`config.mk`:
```
export PLATFORM = sky130hd
export DESIGN_NAME = serial_add_sub
export DESIGN_NICKNAME = d
export VERILOG_FILES = /design/src/rtl/serial_add_sub_pkg.sv /design/src/rtl/serial_add_sub_full_adder.sv /design/src/rtl/serial_add_sub.sv
export SDC_FILE = /design/constraint.sdc
export NUM_CORES = 1
export LEC_CHECK = 0
export CAP_MARGIN = 10
export CORE_ASPECT_RATIO = 1.1
export CORE_MARGIN = 4
export CORE_UTILIZATION = 52
export CTS_CLUSTER_DIAMETER = 200
export DETAILED_ROUTE_END_ITERATION = 7
export DONT_BUFFER_PORTS = 1
export GPL_ROUTABILITY_DRIVEN = 0
export PLACE_DENSITY = 0.76
export SYNTH_ARGS = -nofsm -noshare
export SYNTH_HDL_FRONTEND = slang
export SYNTH_HIERARCHICAL = 1
export SYNTH_SLANG_ARGS = --single-unit
```
`constraint.sdc`:
```
create_clock -name clk -period 2 [get_ports clk]
set_clock_uncertainty 0.05 [all_clocks]
set_input_delay 0.6 -clock clk [delete_from_list [all_inputs] [get_ports clk]]
set_output_delay 0.6 -clock clk [all_outputs]
set_load 0.1 [all_outputs]
```
`src/rtl/serial_add_sub_pkg.sv`:
```
// ----------------------------------------------------------------------------
// serial_add_sub_pkg
//   Shared definitions for the bit-serial adder/subtractor:
//     state_t        - FSM state encodings (ST_IDLE / ST_RUN / ST_HOLD, 2-bit)
//     OP_ADD/OP_SUB  - values of the 'sub' op-select input
//     cnt_width()    - width of the serial bit counter for a given operand width
// ----------------------------------------------------------------------------
package serial_add_sub_pkg;

  typedef enum logic [1:0] {
    ST_IDLE = 2'd0,
    ST_RUN  = 2'd1,
    ST_HOLD = 2'd2
  } state_t;

  localparam logic OP_ADD = 1'b0;
  localparam logic OP_SUB = 1'b1;

  // One extra bit over $clog2 keeps WIDTH=1 (where $clog2 is 0) legal.
  function automatic int unsigned cnt_width(input int unsigned w);
    return $clog2(w) + 1;
  endfunction

endpackage

```
`src/rtl/serial_add_sub_full_adder.sv`:
```
// ----------------------------------------------------------------------------
// full_adder
//   Single-bit full adder; the only arithmetic cell of the serial datapath.
//   Ports:
//     a, b  in  1  addend bits
//     c     in  1  carry in
//     s     out 1  sum bit
//     cout  out 1  carry out
// ----------------------------------------------------------------------------
module full_adder (
  input  logic a,
  input  logic b,
  input  logic c,
  output logic s,
  output logic cout
);

  assign s    = a ^ b ^ c;
  assign cout = (a & b) | (a & c) | (b & c);

endmodule

```
`src/rtl/serial_add_sub.sv`:
```
// ----------------------------------------------------------------------------
// serial_add_sub
//   Bit-serial adder/subtractor. Operands are latched on an accepting edge and
//   processed LSB first through one full adder and a carry flip-flop, one bit
//   per clock. Subtraction is A + ~B + 1: B is inverted at accept and the carry
//   flip-flop is preloaded with 1.
//   Ports:
//     clk        in   1      rising-edge clock
//     rst_n      in   1      asynchronous active-low reset
//     in_valid   in   1      operands and op presented
//     in_ready   out  1      high only in IDLE
//     a, b       in   WIDTH  operands
//     sub        in   1      0: A+B, 1: A-B
//     out_valid  out  1      result and flags valid, held until taken
//     out_ready  in   1      consumer takes result
//     result     out  WIDTH  sum / difference modulo 2^WIDTH
//     cout       out  1      carry out of MSB (for subtract: 1 = no borrow)
//     overflow   out  1      signed overflow (carry into MSB ^ carry out)
// ----------------------------------------------------------------------------
module serial_add_sub
  import serial_add_sub_pkg::*;
#(
  parameter int WIDTH = 8
) (
  input  logic             clk,
  input  logic             rst_n,
  input  logic             in_valid,
  output logic             in_ready,
  input  logic [WIDTH-1:0] a,
  input  logic [WIDTH-1:0] b,
  input  logic             sub,
  output logic             out_valid,
  input  logic             out_ready,
  output logic [WIDTH-1:0] result,
  output logic             cout,
  output logic             overflow
);

  localparam int CNT_W = cnt_width(WIDTH);
  localparam logic [CNT_W-1:0] LAST_CNT = CNT_W'(WIDTH - 1);

  state_t           state_q;
  state_t           state_d;

  logic [WIDTH-1:0] a_sh_q;
  logic [WIDTH-1:0] b_sh_q;
  logic [WIDTH-1:0] res_sh_q;
  logic             carry_q;
  logic [CNT_W-1:0] cnt_q;
  logic             cout_q;
  logic             ovf_q;

  logic             fa_s;
  logic             fa_cout;
  logic             accept;
  logic             last_bit;
  logic             op_is_sub;
  logic [WIDTH:0]   res_cat;

  // Single shared full adder: bit 0 of each shift register plus the carry.
  full_adder u_fa (
    .a    (a_sh_q[0]),
    .b    (b_sh_q[0]),
    .c    (carry_q),
    .s    (fa_s),
    .cout (fa_cout)
  );

  assign op_is_sub = (sub == OP_SUB);
  assign accept    = (state_q == ST_IDLE) && in_valid;
  assign last_bit  = (state_q == ST_RUN) && (cnt_q == LAST_CNT);

  // New sum bit enters at the MSB while the register shifts right; after
  // WIDTH shifts bit 0 of the sum has reached result[0]. Concatenating first
  // keeps the slice legal for WIDTH=1.
  assign res_cat = {fa_s, res_sh_q};

  // ---- FSM state register ----
  always_ff @(posedge clk or negedge rst_n) begin
    if (!rst_n) begin
      state_q <= ST_IDLE;
    end else begin
      state_q <= state_d;
    end
  end

  // ---- FSM next state and handshake outputs ----
  always_comb begin
    state_d   = state_q;
    in_ready  = 1'b0;
    out_valid = 1'b0;
    unique case (state_q)
      ST_IDLE: begin
        in_ready = 1'b1;
        if (in_valid) state_d = ST_RUN;
      end
      ST_RUN: begin
        if (cnt_q == LAST_CNT) state_d = ST_HOLD;
      end
      ST_HOLD: begin
        out_valid = 1'b1;
        // Take returns to IDLE; in_ready is therefore high only from the
        // following cycle, so accept and take never share an edge.
        if (out_ready) state_d = ST_IDLE;
      end
      default: begin
        state_d = ST_IDLE;
      end
    endcase
  end

  // ---- Serial datapath ----
  always_ff @(posedge clk or negedge rst_n) begin
    if (!rst_n) begin
      a_sh_q   <= '0;
      b_sh_q   <= '0;
      res_sh_q <= '0;
      carry_q  <= 1'b0;
      cnt_q    <= '0;
      cout_q   <= 1'b0;
      ovf_q    <= 1'b0;
    end else if (accept) begin
      a_sh_q  <= a;
      b_sh_q  <= b ^ {WIDTH{op_is_sub}};
      carry_q <= op_is_sub;
      cnt_q   <= '0;
    end else if (state_q == ST_RUN) begin
      a_sh_q   <= a_sh_q >> 1;
      b_sh_q   <= b_sh_q >> 1;
      res_sh_q <= res_cat[WIDTH:1];
      carry_q  <= fa_cout;
      cnt_q    <= cnt_q + 1'b1;
      if (last_bit) begin
        // carry_q here is the carry into the MSB.
        cout_q <= fa_cout;
        ovf_q  <= carry_q ^ fa_cout;
      end
    end
  end

  assign result   = res_sh_q;
  assign cout     = cout_q;
  assign overflow = ovf_q;

endmodule
```
==> results.yml <==
synthesis:
  synth_adder_area_share: 0.0200
  ys_ff_latch: 33
  netlist_area_um2: 1630
  netlist_instances: 159
  synth_top_family_by_area: "simple AND/OR/NAND/NOR gates"
  syn-num-nets: 182
  synth_area_leaders: "dfrtp_1 (51%), nand2_1 (12%), a31oi_2 (6.9%)"
  synth.area.mux_share: 0.0131
  yosysTopAreaCell: "dfrtp_1"
  yosys_most_used_dff: "dfrtp_1"
  syn_area_per_cell_um2: 10.2
  synth_edf_count: 0
  seq_area_frac_synth: 0.508
  synth_most_common_cell: "nand2_1"
  async_flop_share: 1.00
  synth_commonest_cells: "nand2_1 (54), dfrtp_1 (33), a31oi_2 (9), nor2_1 (8)"
  synth-xor-area-share: 0.0485
  synth_compound_area_frac: 0.132
  ys_types: 35
  yosysWarnings: 6
  yosys.area_share.simple: 0.231
  yosys.area.top_type_share: 0.508
floorplanning:
  initial_utilization: 0.538
  die_y_um: 66.7
  num_rows: 21
  die_w_um: 61.3
  pin_count: 33
  core_area_um2: 3020
  die_area_um2: 4090
sta:
  max_freq_mhz: 524
  fin_crit_ps: 1910
  tightest_slew_ps: 601
  post-route-period-util: 0.955
  setup_viol: 0
  hold_viol_final: 0
  rsz0062_at_grt: "no"
  setup_tns_ps: 0
  relSlewSlack: 0.598
  holdWs_ps: 33.4
  maxSlewViolCount: 0
power:
  p_comb_frac: 0.561
  internal-power_mw: 1.70
  power_density_nw_per_um2: 1900
  p_sw_frac: 0.509
  p_leak_nw: 0.857
  clockPowerShare: 0.102
  seq_power_share: 0.337
  ir_worst_vdd_mv: 1.30
  power_switching_mw: 1.76
route:
  top_layer: "met4"
  wl_met2_um: 1500
  drt-initial-drc-count: 35
  wl_met3_um: 191
  final_antenna_net_count: 0
  drt-total-wl_um: 3020
  dr.pass1.iters: 4
  vias: 1144
  vias_per_cell: 5.45
  drc: 0
  met1_length_um: 1260
  drt-wirelength-per-cell_um: 14.4
cts:
  clk_latency_ps: 330
  cts_buffer_depth: 2
  cts.sink_count: 33
  cts_made_buffers: 5
  cts.htree.levels: 2
  post_cts_buffers: 0
  cts_tree: "built"
  clk_pin_slew_ps: 100
  clock-root-buffer: "clkbuf_4"
worst_setup_path:
  end_kind: "output port"
  cp-endpoint: "out_valid"
  crit_buf_inv: 1
  reg2reg_slack_ps: 490
  max_stage_delay_ps: 450
  cp_max_fo: 8
  crit_path_cell_trace: "and2b_1, buf_12"
  worstSetupPathType: "register to output port"
  rr_worst_depth: 4
  worstPathArrival_ps: 1260
  cp.depth: 2
  critPathRequiredTime_ps: 1350
  reg2reg_from: "state_q[0]"
  crit_family: "flip-flops"
  critical_path.startpoint_type: "register"
  crit_start: "state_q[0]"
  r2r-end: "b_sh_q[3]"
  crit_slowest_cell: "dfrtp_1"
place:
  port_buffers: 0
  post-place-cells: 201
  hpwlAfterDp_um: 2160
  placed_cell_area_um2: 1750
global_route:
  grt_pass1_wl_um: 5180
  grt_max_degree: 34
  overflow: 0
  first_global_vias: 1197
  grt_usage: 0.173
  antenna_found_initial: 0
cells_and_area:
  fin_cells: 210
  fin_area_um2: 1820
  n_antenna_cell: 0
  final_nets: 198
  drive_above_1_share: 0.250
  area.growth.synth_to_final_pct: 11.8
worst_hold_path:
  min-delay-path-class: "primary input to asynchronous set/reset pin"
outcome:
  status: "finished, final reports clean"
run:
  cap_violations: 0
## worst reg2reg max path: cells and delay by family (launching register included)
family	cells	cell delay (ps)
compound gates	1	40
flops	1	450
simple gates	2	570
buf+inv	1	260
## cells in the final DEF, fill, tap and decap left out, types with 2 or more instances in the layout
master,n
a21oi_1,2
a221o_1,3
a22oi_1,3
a31oi_2,9
buf_12,3
buf_4,15
clkbuf_1,3
clkbuf_4,5
dfrtp_1,33
nand2_1,54
nand3_2,4
nor2_1,7
nor2_2,5
o21ai_0,2
xnor2_1,5
xor2_1,4
## what timing repair did
item                                   CTS  global route
endpoints found under the hold margin   33             0
hold buffers                             1             0
resized for setup                        0             0
## final cells by class
| class | count | area [um2] |
|---|---|---|
| clock buffer | 8 | 48.8 |
| fill | 257 | 1200 |
| inverter | 1 | 3.75 |
| multi-input combinational | 116 | 724 |
| sequential | 33 | 826 |
| tap | 34 | 42.5 |
| timing repair buffer | 18 | 173 |
## metal layers
layer  track usage  up-vias
met5             0        -
li1              -      561
met3        0.0465        7
met1         0.196      546
met2         0.292       30
met4        0.0840        0
## power groups by stage
| stage | logic, mW | clock network, mW | registers (mW) |
|---|---|---|---|
| floorplan | 0.941 | 0 | 1.79 |
| global route | 2.11 | 0.383 | 1.20 |
| detailed placement | 1.94 | 0 | 1.18 |
| finish | 1.94 | 0.352 | 1.16 |
| CTS | 1.96 | 0.357 | 1.17 |
| global placement | 1.89 | 0 | 1.16 |
## registers in the layout, summed over array words and instances, names as in the netlist
| register | cells |
|---|---|
| cnt_q | 4 |
| overflow | 1 |
| carry_q | 1 |
| result | 8 |
| b_sh_q | 8 |
| state_q | 2 |
| cout | 1 |
| a_sh_q | 8 |
## how the worst min path moves through the flow
stage               startpoint        end  slack [ps]  depth (start not counted)
CTS                      rst_n  result[4]          40                          1
global placement         rst_n  result[0]         260                          0
global route             rst_n  a_sh_q[4]          40                          1
floorplan                rst_n  a_sh_q[0]         250                          0
detailed placement       rst_n  result[1]         260                          0
finish                   rst_n  a_sh_q[6]          30                          1
## stage by stage
step | setup slack, ps | total power [mW] | utilization
global route | 21.7 | 3.69 | 0.602
finish | 90.7 | 3.46 | 0.602
CTS | 77.2 | 3.49 | 0.602
global placement | 394 | 3.05 | 0.579
floorplan | 115 | 2.73 | -
detailed placement | 359 | 3.12 | 0.579
## logic make-up (layout without fill, tap and decap cells)
| kind of cell | after synthesis | in the layout |
|---|---|---|
| compound gates | 23 | 23 |
| xor+xnor | 9 | 9 |
| fa+ha+maj | 2 | 2 |
| buf+inv | 10 | 27 |
| flops | 33 | 33 |
| mux | 2 | 2 |
| simple gates | 80 | 80 |
Note: power is estimated with default switching activity, not from simulation.
